<file path="config.mk">
export PLATFORM = sky130hd
export DESIGN_NAME = micro_tile_switch
export DESIGN_NICKNAME = d
export VERILOG_FILES = /design/src/rtl/micro_tile_pkg.sv /design/src/rtl/tile_clk_gate.sv /design/src/rtl/micro_tile_switch.sv
export SDC_FILE = /design/constraint.sdc
export NUM_CORES = 1
export LEC_CHECK = 0
export BUFFER_PORTS_ARGS = -buffer_cell sky130_fd_sc_hd__clkbuf_2
export CORE_MARGIN = 1
export CORE_UTILIZATION = 30
export CTS_BUF_LIST = sky130_fd_sc_hd__clkbuf_8 sky130_fd_sc_hd__clkbuf_16
export CTS_CLUSTER_DIAMETER = 100
export DETAILED_ROUTE_END_ITERATION = 7
export SLEW_MARGIN = 15
export SYNTH_ARGS = -nofsm -noshare
export SYNTH_HDL_FRONTEND = slang
export SYNTH_SLANG_ARGS = --single-unit
export TNS_END_PERCENT = 30
</file>
<file path="constraint.sdc">
create_clock -name clk -period 1.82 [get_ports clk]
set_input_delay 0.364 -clock clk [delete_from_list [all_inputs] [get_ports clk]]
set_output_delay 0.364 -clock clk [all_outputs]
set_load 0.005 [all_outputs]
</file>
<file path="src/rtl/micro_tile_pkg.sv">
`default_nettype none
// ============================================================================
//  Module      : micro_tile_pkg
//  Description : Shared types and helpers for the micro-tile pin switch.
//                - tile_sw_state_t : handover sequencer states
//                - c_DATA_W_DEFAULT: default per-tile ui/uo bus width
//                - sel_width()     : select-code width for a tile count
//  Revision    : 1.0 - initial release
// ============================================================================
package micro_tile_pkg;

    typedef enum logic [1:0] {
        HOLD_NEW = 2'd0,
        RUN      = 2'd1,
        QUIESCE  = 2'd2
    } tile_sw_state_t;

    localparam int c_DATA_W_DEFAULT = 8;

    // At least one bit, even for the degenerate 2-tile case.
    function automatic int sel_width(input int n_tiles);
        return (n_tiles <= 2) ? 1 : $clog2(n_tiles);
    endfunction

endpackage
`default_nettype wire

</file>
<file path="src/rtl/tile_clk_gate.sv">
`default_nettype none
// ============================================================================
//  Module      : tile_clk_gate
//  Description : Latch-based integrated clock gate for one tile.
//  Ports       : clk_i - free-running clock
//                en_i  - clock enable (from a posedge register)
//                clk_o - gated clock
//  Revision    : 1.0 - initial release
// ============================================================================
module tile_clk_gate (
    input  logic clk_i,
    input  logic en_i,
    output logic clk_o
);

    logic en_q;

    // Enable only passes while clk is low, so a change can never chop the
    // high phase and produce a runt pulse.
    always_latch begin
        if (!clk_i) begin
            en_q = en_i;
        end
    end

    assign clk_o = clk_i & en_q;

endmodule
`default_nettype wire

</file>
<file path="src/rtl/micro_tile_switch.sv">
`default_nettype none
// ============================================================================
//  Module      : micro_tile_switch
//  Description : Time-shares one set of tile pins among N_TILES projects with
//                a sequenced handover: synchronise/debounce the request,
//                hold the outgoing tile in reset (clock running), then clock
//                the incoming tile through a held reset before routing it.
//  Ports       : clk, rst_n      - clock, async active-low reset
//                sel_req         - requested tile (asynchronous pins)
//                ui_in / uo_out  - pin-side data in / registered data out
//                tile_clk        - gated clock per tile
//                tile_rst_n      - active-low reset per tile
//                tile_ui/tile_uo - per-tile data, slice i = [i*DATA_W +: DATA_W]
//                active_sel      - tile currently owning the pins
//                busy            - high whenever not in RUN
//  Revision    : 1.0 - initial release
// ============================================================================
module micro_tile_switch
    import micro_tile_pkg::*;
#(
    parameter int N_TILES  = 4,
    parameter int SEL_W    = sel_width(N_TILES),
    parameter int DATA_W   = c_DATA_W_DEFAULT,
    parameter int RST_HOLD = 8,
    parameter int STABLE   = 2
) (
    input  logic                      clk,
    input  logic                      rst_n,
    input  logic [SEL_W-1:0]          sel_req,
    input  logic [DATA_W-1:0]         ui_in,
    output logic [N_TILES-1:0]        tile_clk,
    output logic [N_TILES-1:0]        tile_rst_n,
    output logic [N_TILES*DATA_W-1:0] tile_ui,
    input  logic [N_TILES*DATA_W-1:0] tile_uo,
    output logic [DATA_W-1:0]         uo_out,
    output logic [SEL_W-1:0]          active_sel,
    output logic                      busy
);

    localparam int CNT_W  = (RST_HOLD <= 2) ? 1 : $clog2(RST_HOLD);
    localparam int STAB_W = (STABLE <= 2) ? 1 : $clog2(STABLE);
    localparam logic [CNT_W-1:0]  c_CNT_LAST  = CNT_W'(RST_HOLD - 1);
    localparam logic [STAB_W-1:0] c_STAB_LAST = STAB_W'(STABLE - 1);
    localparam logic [SEL_W:0]    c_N_TILES   = (SEL_W + 1)'(N_TILES);

    logic [SEL_W-1:0]   sync1_q, s2_q;
    logic [STAB_W-1:0]  stab_q, stab_d;
    tile_sw_state_t     state_q, state_d;
    logic [CNT_W-1:0]   cnt_q, cnt_d;
    logic [SEL_W-1:0]   active_q, active_d;
    logic [SEL_W-1:0]   target_q, target_d;
    logic [N_TILES-1:0] clk_en_q, tile_rst_n_q, onehot_d, tile_rst_n_d;
    logic [DATA_W-1:0]  uo_q, uo_d, uo_sel;
    logic               busy_q, busy_d;
    logic               req_ok;

    // stab_q counts edges since s2 last changed, saturating at STABLE-1;
    // reaching the top means s2 has held for STABLE consecutive cycles.
    always_comb begin
        stab_d = stab_q;
        if (sync1_q != s2_q) begin
            stab_d = '0;
        end else if (stab_q != c_STAB_LAST) begin
            stab_d = stab_q + 1'b1;
        end
    end

    always_comb begin
        req_ok = (s2_q != active_q) && ({1'b0, s2_q} < c_N_TILES)
                 && (stab_q == c_STAB_LAST);
    end

    always_comb begin
        state_d  = state_q;
        cnt_d    = cnt_q + 1'b1;
        active_d = active_q;
        target_d = target_q;
        unique case (state_q)
            HOLD_NEW: begin
                if (cnt_q == c_CNT_LAST) begin
                    state_d = RUN;
                    cnt_d   = '0;
                end
            end
            RUN: begin
                cnt_d = '0;
                if (req_ok) begin
                    target_d = s2_q;
                    state_d  = QUIESCE;
                end
            end
            QUIESCE: begin
                if (cnt_q == c_CNT_LAST) begin
                    active_d = target_q;
                    state_d  = HOLD_NEW;
                    cnt_d    = '0;
                end
            end
            default: begin
                state_d = HOLD_NEW;
                cnt_d   = '0;
            end
        endcase
    end

    // The owned tile keeps its clock in every state: during QUIESCE so its
    // reset is actually clocked in, during HOLD_NEW so the new tile is.
    always_comb begin
        onehot_d = '0;
        uo_sel   = '0;
        for (int i = 0; i < N_TILES; i++) begin
            onehot_d[i] = (active_d == SEL_W'(i));
            if (active_q == SEL_W'(i)) begin
                uo_sel = tile_uo[i*DATA_W +: DATA_W];
            end
        end
        tile_rst_n_d = (state_d == RUN) ? onehot_d : '0;
        busy_d       = (state_d != RUN);
        // Only sample once the tile was already out of reset before this
        // edge; on the RUN-entry edge its output is still reset garbage.
        uo_d = ((state_q == RUN) && (state_d == RUN)) ? uo_sel : '0;
    end

    always_ff @(posedge clk or negedge rst_n) begin
        if (!rst_n) begin
            sync1_q      <= '0;
            s2_q         <= '0;
            stab_q       <= '0;
            state_q      <= HOLD_NEW;
            cnt_q        <= '0;
            active_q     <= '0;
            target_q     <= '0;
            clk_en_q     <= '0;
            tile_rst_n_q <= '0;
            uo_q         <= '0;
            busy_q       <= 1'b1;
        end else begin
            sync1_q      <= sel_req;
            s2_q         <= sync1_q;
            stab_q       <= stab_d;
            state_q      <= state_d;
            cnt_q        <= cnt_d;
            active_q     <= active_d;
            target_q     <= target_d;
            clk_en_q     <= onehot_d;
            tile_rst_n_q <= tile_rst_n_d;
            uo_q         <= uo_d;
            busy_q       <= busy_d;
        end
    end

    generate
        for (genvar i = 0; i < N_TILES; i++) begin : g_tile
            tile_clk_gate u_gate (
                .clk_i (clk),
                .en_i  (clk_en_q[i]),
                .clk_o (tile_clk[i])
            );
            assign tile_ui[i*DATA_W +: DATA_W] =
                ((state_q == RUN) && (active_q == SEL_W'(i))) ? ui_in : '0;
        end
    endgenerate

    assign tile_rst_n = tile_rst_n_q;
    assign uo_out     = uo_q;
    assign active_sel = active_q;
    assign busy       = busy_q;

endmodule
`default_nettype wire

</file>
==> results.yml, run 1 <==
worst_setup_path:
  rr_worst_depth: 5
  cp.required_ns: 1.46
  timing.rr.start: "active_sel[1]"
  crit_arrival_ns: 1.91
  path_class: "latch to primary output"
  regToRegSetupSlack_ns: 0.08
  end_kind: "primary output"
  cp_max_fo: 1
  rr_endpoint: "target_q[1]"
  crit_path_start_kind: "latch"
finish:
  area_delta_synth_final_pct: 42.9
  drive_gt1_share_pct: 58.6
  antenna_cells: 0
  nNetsFinal: 295
  stdcell_area_um2: 2560
logic_synthesis:
  netlist_top_cells_area: "dfrtp_1 42%, and2_1 13%, mux4_2 6.3%"
  syn_area_per_cell_um2: 12.4
  synth_top_area_share_pct: 41.9
  async_reset_ff_share_pct: 88.6
  synth_cells: 144
  syn_area_um2: 1790
  synth_commonest_cells: "37 x and2_1, 30 x dfrtp_1, 8 x nor3b_1, 6 x buf_4"
  synth_most_common_cell: "and2_1"
  synthesis.nets: 190
  ys_types: 34
  synth-edff-count: 0
  ys_warn_count: 0
  ys.flop_type: "dfrtp_1"
  synth_area_leader_cell: "dfrtp_1"
  ys_ff_latch: 35
floorplanning:
  core_um2: 5640
  rows: 27
  die-area_um2: 6280
  io_pins: 95
  floorplan.initialDensity_pct: 31.7
  die_y_um: 79.3
  dieWidth_um: 79.3
clock_network:
  clkTransAtPathRegs_ns: 0.07
  cts_tree: "yes"
  insertion_delay_ns: 0.39
  hold_buffers: 0
pwr:
  p_leak_nw: 1.31
  power_density_nw_per_um2: 1310
  ir_drop_uv: 703
grt:
  grt_pass1_wl_um: 6560
  grt_overflow_total: 0
  grt_start_max_net_pins: 32
  antenna_found_initial: 0
  grt_usage_pct: 14.4
  grt_pass1_vias: 1434
placed_design:
  post_dp_cell_area_um2: 2330
  portBuffers: 94
  gp_congestion: 0.785
  hpwl_um: 3280
status:
  violations: "negative setup slack"
  status: "complete, but fails checks"
timing:
  finalHoldWorstSlack_ns: 0.0382
  clock_skew_ns: 0.00563
  final_max_slew_viol_count: 0
  rsz0062_at_grt: "yes"
  fin_ws_ns: -0.458
  slew_headroom_pct: 49.1
  finalSetupViolCount: 24
  worst_pin_slew_ns: 0.763
  hold_viol_final: 0
route:
  drt_first_pass_iters: 4
  via_per_inst: 4.66
  via_count: 1505
  dr.first_iter.drc_count: 47
  wl_per_cell_um: 13.4
  routed_wirelength_um: 4340
  drc: 0
  antenna_left: 0
run:
  drv_cap: 0
hold_path:
  hold_path.class: "primary input to asynchronous set/reset pin"
==> placed cells by master (no fill, tap or decap), types with 3 or more instances in the layout <==
cell and instances:
and2_1 35, nand2b_4 3, dfrtp_1 28, mux4_2 5, mux2_2 4, nor3b_1 8
dlxtn_1 4, a2111oi_2 3, clkbuf_8 10, mux4_1 3, buf_4 12, nor2_4 3
buf_2 3, clkbuf_2 89, inv_1 3
==> metrics by stage <==
step | TNS, ns | total power, mW | cells | util, % | worst slack, ns
2_1_floorplan | -0.0769 | 2.05 | 144 | - | -0.0207
3_3_place_gp | -0.0902 | 2.42 | 308 | 41.2 | -0.0259
3_5_place_dp | -0.115 | 2.44 | 308 | 41.2 | -0.0408
4_1_cts | -2.72 | 3.42 | 323 | 45.0 | -0.484
5_1_grt | -4.63 | 3.60 | 323 | 45.4 | -0.494
6_report | -2.11 | 3.36 | 323 | 45.4 | -0.458
==> report_power, final <==
part / internal (mW) / total [mW] / switching (mW)
Combinational: 0.718 / 1.34 / 0.618
Clock: 0.530 / 0.882 / 0.352
Sequential: 0.985 / 1.14 / 0.154
==> worst max-delay path by stage <==
stage,start,to,slack (ns),depth (start not counted)
6_report,g_tile[1].u_gate.en_q,tile_clk[1],-0.46,2
4_1_cts,g_tile[1].u_gate.en_q,tile_clk[1],-0.48,2
3_5_place_dp,g_tile[2].u_gate.en_q,tile_clk[2],-0.04,2
2_1_floorplan,g_tile[1].u_gate.en_q,tile_clk[1],-0.02,2
3_3_place_gp,g_tile[3].u_gate.en_q,tile_clk[3],-0.03,2
5_1_grt,g_tile[1].u_gate.en_q,tile_clk[1],-0.49,2
==> kinds of logic after synthesis <==
| kind of cell | after synthesis | share of synthesized area (%) |
|---|---|---|
| AO/OA/AOI/OAI | 11 | 6.29 |
| XOR/XNOR | 4 | 2.80 |
| adder cells (fa/ha/maj) | 2 | 1.40 |
| buffers and inverters | 13 | 5.80 |
| flip-flops | 31 | 43.4 |
| latches | 4 | 3.35 |
| multiplexers | 14 | 14.3 |
| AND/OR/NAND/NOR | 65 | 22.6 |
==> state kept, by name, indices dropped and copies added, names as in the netlist <==
name / count
active_sel: 2
busy: 1
clk_en_q: 4
cnt_q: 3
g_tile.u_gate.en_q: 4
s2_q: 2
stab_q: 1
state_q: 2
sync1_q: 2
target_q: 2
tile_rst_n: 4
uo_out: 8
==> critical path, stage by stage (launching register included) <==
cell	delay (ns)
dlxtn_1	0.38
and2_1	0.11
clkbuf_2	0.10
==> repair_timing <==
| item | in CTS | in global routing |
|---|---|---|
| pin swaps | 12 | 14 |
| gates resized for setup | 13 | 8 |
| endpoints found under the setup margin | 40 | 40 |
| buffers inserted | 2 | 0 |
==> per-layer routing <==
metal | track usage (%) | vias up | wire (um)
li1 | - | 712 | -
met1 | 15.7 | 692 | 1820
met2 | 23.6 | 95 | 2070
met3 | 7.01 | 6 | 391
met4 | 6.18 | 0 | 49
met5 | 0 | - | 0
==> final cells by class <==
cell class                      instances  area [um^2]
Fill cell                             531         3080
Multi-Input combinational cell         96          903
Sequential cell                        35          840
Timing Repair Buffer                  102          547
Clock buffer                           14          164
Tap cell                               72         90.1
Clock inverter                          3         11.3
Inverter                                1         3.75
Note: power is estimated with default switching activity, not from simulation.
==> run 2, diff against run 1 <==
Settings changed: CELL_PAD_IN_SITES_DETAIL_PLACEMENT from default to 1, CELL_PAD_IN_SITES_GLOBAL_PLACEMENT from default to 2, CORE_MARGIN 1 to 2, CORE_UTILIZATION 30 to 27, PLACE_DENSITY_LB_ADDON from default to 0.1.
==> run 2 against run 1 <==
Against the previous run:
- the run still ends with negative setup slack left
- clock skew increased by 0.0026 ns
- combinational power up 10%
- largest cell class unchanged
- via count up 1.3%
- sequential share of layout area decreased by 1.1 points
- cell count up 3.1%
- global-route usage fell by 0.74 points
- setup slack worse by 0.0078 ns
- final area rose by 3.5%
- die area increased by 16%
==> results.yml, run 2 (synthesis results as in run 1) <==
status:
  status: "complete, but fails checks"
  violations: "negative setup slack"
floorplanning:
  io_pins: 95
  core_um2: 6390
  floorplan.initialDensity_pct: 28.0
  dieWidth_um: 85.4
  rows: 29
  die_y_um: 85.4
  die-area_um2: 7300
route:
  drc: 0
  via_count: 1524
  wl_per_cell_um: 14.8
  antenna_left: 0
  via_per_inst: 4.58
  drt_first_pass_iters: 4
  dr.first_iter.drc_count: 50
  routed_wirelength_um: 4920
timing:
  setup_tns_ns: -2.57
  finalHoldWorstSlack_ns: 0.0480
  worst_pin_slew_ns: 0.795
  finalSetupViolCount: 25
  hold_viol_final: 0
  fin_ws_ns: -0.466
  slew_headroom_pct: 47.0
  rsz0062_at_grt: "yes"
  clock_skew_ns: 0.00819
  final_max_slew_viol_count: 0
finish:
  layout_commonest_cell: "clkbuf_2"
  drive_gt1_share_pct: 61.3
  final_cells: 333
  final_cell_mix: "85 x clkbuf_2, 32 x and2_1, 28 x dfrtp_1"
  largest_reg_flops: 8
  stdcell_area_um2: 2650
  postLayoutCoreUtil_pct: 41.5
  antenna_cells: 0
  nNetsFinal: 300
  area_delta_synth_final_pct: 47.9
grt:
  top_usage_layer: "met2"
  grt_overflow_total: 0
  use_met1_pct: 15.2
  antenna_found_initial: 0
  grt_usage_pct: 13.6
  grt_pass1_vias: 1614
  grt_pass1_wl_um: 7620
  grtUsageMet3_pct: 4.67
  use_met2_pct: 23.2
  grt_start_max_net_pins: 32
worst_setup_path:
  cpPeakStageDelay_ns: 0.40
  crit_arrival_ns: 1.92
  cp.buffers_inverters: 1
  end_kind: "primary output"
  crit_path_start_kind: "latch"
  cp_max_fo: 1
  cp.required_ns: 1.46
  path_class: "latch to primary output"
  critical_path.top_delay_family: "latches"
  crit_chain: "and2_4 > buf_6"
  critPathSlowestCell: "dlxtn_2"
pwr:
  sw_frac_of_total_pct: 33.0
  power_density_nw_per_um2: 1340
  ir_drop_uv: 520
  p_clk_share_pct: 26.2
  p_leak_nw: 1.36
  p_int_mw: 2.38
  p_switching_mw: 1.17
  p_total_mw: 3.55
  p_comb_share_pct: 41.7
  power_frac_seq_pct: 32.1
run:
  drv_cap: 0
clock_network:
  cts_tree: "yes"
  insertion_delay_ns: 0.39
  clkTransAtPathRegs_ns: 0.07
placed_design:
  gp_congestion: 0.721
  dp.cells: 312
  post_dp_cell_area_um2: 2320
  place_ws_ns: -0.0364
  hpwl_um: 3730
  portBuffers: 94
hold_path:
  hold_path.class: "primary input to asynchronous set/reset pin"
==> run 2: cell count changes in the layout (fill, tap and decap cells not counted) <==
cell,before,now
buf_6,2,7
buf_2,3,4
and2_4,2,5
dlxtn_2,0,1
buf_4,12,15
dlxtn_1,4,3
and2_1,35,32
clkinv_1,1,0
clkbuf_8,10,11
clkbuf_2,89,85
==> run 2: area by class of cell <==
type                    instances  area (um^2)
well taps                      77         96.3
clock buffers                  15          178
fillers                       716         3740
repair buffers                107          611
inverters                       1         3.75
clock inverters                 2         7.51
multi-input cells              96          911
flip-flops and latches         35          841
==> run 2: metal layers <==
| metal | wire [um] | part of all wire (%) |
|---|---|---|
| met5 | 0 | 0 |
| met4 | 65 | 1.3 |
| met3 | 373 | 7.6 |
| met2 | 2560 | 52 |
| met1 | 1920 | 39 |
==> run 2: power by group through the flow <==
stage               Sequential, mW  Combinational (mW)  Clock, mW
floorplan                     1.09               0.882     0.0807
global placement              1.13                1.21     0.0620
detailed placement            1.14                1.25     0.0619
CTS                           1.16                1.33      0.949
global route                  1.17                1.63       1.02
finish                        1.14                1.48      0.931
==> run 2: final timing paths <==
path	start	end	slack, ns	depth (start not counted)
max	g_tile[2].u_gate.en_q	tile_clk[2]	-0.47	2
min reg2reg	sync1_q[0]	s2_q[0]	0.40	0
max reg2reg	active_sel[1]	target_q[0]	0.07	5
min in group clk	sel_req[0]	sync1_q[0]	0.08	1
max in group asynchronous	rst_n	active_sel[1]	1.21	1
min	rst_n	uo_out[6]	0.05	1
==> run 2: worst register-to-register path, delay by kind of cell, from the launching register on <==
kind / cells / cell delay (ns)
AOI/OAI and AO/OA: 1 / 0.36
buffers and inverters: 2 / 0.30
muxes: 1 / 0.38
DFF: 1 / 0.46
xor gates and xnor gates: 1 / 0.15
==> run 2: timing repair <==
| item | CTS | global route |
|---|---|---|
| hold buffers | 0 | 0 |
| gates cloned | 0 | 0 |
| pin swaps | 10 | 8 |
| setup buffers | 1 | 7 |
| endpoints found under the setup margin | 40 | 40 |
| gates resized for setup | 12 | 19 |
==> run 3, diff against run 2 <==
Settings changed: ABC_AREA from default to 1, CORE_UTILIZATION 27 to 22, MAX_ROUTING_LAYER from default to met4.
==> run 3 against run 2 <==
Against the previous run:
- the run still ends with negative setup slack left
- critical path depth increased by 1
- sequential share of layout area increased by 1.2 points
- routed wire length up 13%
- core utilization fell by 6.7 points
- worst hold slack improved by 0.029 ns
- flip-flop and latch count did not move
- area after synthesis down 5.6%
- power fell by 2.4%
- synthesized cell count up 54%
- clock skew is 0.0036 ns lower
- sequential power about the same
- largest power group unchanged
==> results.yml, run 3 <==
route:
  drt_first_pass_iters: 4
  drc: 0
  via_count: 1747
  dr.first_iter.drc_count: 33
  wl_per_cell_um: 12.7
  antenna_left: 0
  routed_wirelength_um: 5570
  via_per_inst: 3.99
grt:
  grt_pass1_vias: 1893
  grt_overflow_total: 0
  grt_pass1_wl_um: 9180
  grt_start_max_net_pins: 16
  grt_usage_pct: 14.8
  antenna_found_initial: 0
placed_design:
  portBuffers: 94
  hpwl_um: 4350
  gp_congestion: 0.708
floorplanning:
  core_um2: 7330
  die-area_um2: 8400
  die_y_um: 91.7
  floorplan.initialDensity_pct: 23.1
  rows: 31
  dieWidth_um: 91.7
  io_pins: 95
finish:
  drive_gt1_share_pct: 44.0
  antenna_cells: 0
  nNetsFinal: 383
  largest_reg_flops: 8
  layout_commonest_cell: "clkbuf_2"
  area_delta_synth_final_pct: 50.9
  final_cell_mix: "93 x clkbuf_2, 51 x nor2_1, 46 x nand2_1"
  fillers: 929
logic_synthesis:
  synth_commonest_cells: "55 x nor2_1, 49 x nand2_1, 32 x inv_1, 30 x dfrtp_1, 10 x o21ai_0"
  syn_area_um2: 1690
  synth-edff-count: 0
  ys_warn_count: 0
  netlist_top_cells_area: "dfrtp_1 44%, nor2_1 12%, nand2_1 11%"
  syn_area_per_cell_um2: 7.61
  ys_types: 22
  synth_cells: 222
  ys.flop_type: "dfrtp_1"
  async_reset_ff_share_pct: 88.6
  ys_ff_latch: 35
  synth_top_area_share_pct: 44.4
  synth_most_common_cell: "nor2_1"
  synthesis.nets: 268
  synth_area_leader_cell: "dfrtp_1"
timing:
  finalSetupViolCount: 24
  hold_viol_final: 0
  fin_ws_ns: -0.442
  slew_headroom_pct: 77.9
  clock_skew_ns: 0.00464
  finalHoldWorstSlack_ns: 0.0769
  rsz0062_at_grt: "yes"
  worst_pin_slew_ns: 0.331
  final_max_slew_viol_count: 0
pwr:
  p_total_mw: 3.46
  power_density_nw_per_um2: 1360
  ir_drop_uv: 386
  p_leak_nw: 1.54
worst_setup_path:
  cp_max_fo: 1
  crit_arrival_ns: 1.90
  end_kind: "primary output"
  cp.required_ns: 1.46
  path_class: "latch to primary output"
  crit_path_start_kind: "latch"
status:
  violations: "negative setup slack"
  status: "complete, but fails checks"
hold_path:
  hold_path.class: "primary input to register"
clock_network:
  insertion_delay_ns: 0.39
  clkTransAtPathRegs_ns: 0.07
  cts_tree: "yes"
run:
  drv_cap: 0
-- run 3: cell count changes after synthesis, moves of 4 or more --
cell      change
nand2_1      +46
mux2_2        -4
a21boi_1      +5
or2_2         +5
and2_1       -37
nand2b_1      -5
nor2_1       +52
inv_1        +31
o21ai_0       +9
buf_6         -4
nand2_2       +5
nor3b_1       -8
mux4_2        -5
-- run 3: timing repair --
action | in CTS | in global routing
hold buffers | 1 | 0
endpoints found under the hold margin | 5 | 0
pin swaps | 7 | 3
setup buffers | 3 | 0
setup endpoints to repair | 40 | 40
cloned | 0 | 0
resized for setup | 13 | 6
-- run 3: power by group --
group / total [mW] / switching (mW) / internal (mW) / leakage [nW]
Combinational: 1.44 / 0.841 / 0.603 / 0.973
Sequential: 1.16 / 0.147 / 1.01 / 0.431
Clock: 0.862 / 0.373 / 0.489 / 0.138
-- run 3: kinds of logic (layout without fill, tap and decap cells) --
family                     count (synthesis)  count (layout)  share of synthesized area [%]
buffers and inverters                     39             156                           9.77
latches                                    4               4                           3.55
DFF                                       31              31                           46.0
xor gates and xnor gates                   2               2                           1.04
adders and majority gates                  2               2                           1.48
and+or+nand+nor                          126             126                           32.0
AOI/OAI and AO/OA                         18              18                           6.22
-- run 3: critical path, stage by stage (launching register included) --
cell	delay [ns]
dlxtn_1	0.39
nand2_1	0.05
inv_1	0.04
clkbuf_2	0.10
-- run 3: area by class of cell --
| type | instances | area (um^2) | share of cell area (%) |
|---|---|---|---|
| multi-input combinational | 148 | 726 | 28.5 |
| clock buffer | 13 | 144 | 5.64 |
| inverter | 30 | 115 | 4.51 |
| timing repair buffer | 105 | 569 | 22.3 |
| sequential | 35 | 841 | 33.0 |
| tap | 99 | 124 | 4.86 |
| clock inverter | 8 | 31.3 | 1.23 |
-- run 3: through the flow --
stage                     TNS, ns  setup slack [ns]  area (um^2)  utilization [%]  instances
after floorplan                 0           0.00449         1690                -        222
after detailed placement  -0.0195           -0.0100         2330             31.8        421
after global routing        -7.27            -0.507         2550             34.8        438
final                       -3.71            -0.442         2550             34.8        438
after global placement          0           0.00120         2330             31.8        421
after CTS                   -4.71            -0.471         2540             34.7        438
-- run 3: path summary, 6_finish.rpt --
check / startpoint / slack (ns) / depth (start not counted) / endpoint
worst min register to register: sync1_q[0] / 0.40 / 0 / s2_q[0]
min in group asynchronous: rst_n / 0.34 / 2 / clk_en_q[0]
worst max register to register: active_sel[1] / 0.26 / 10 / tile_rst_n[1]
max in group asynchronous: rst_n / 0.98 / 3 / busy
worst min-delay path: sel_req[1] / 0.08 / 1 / sync1_q[1]
worst max-delay path: g_tile[3].u_gate.en_q / -0.44 / 3 / tile_clk[3]
-- run 3: routing by layer --
| metal | part of all wire [%] | global-route usage [%] | vias up |
|---|---|---|---|
| met2 | 48 | 22.7 | 59 |
| met5 | 0 | - | - |
| met4 | 0.97 | 6.44 | 0 |
| met1 | 46 | 17.4 | 790 |
| met3 | 5.6 | 5.42 | 5 |
| li1 | - | - | 893 |
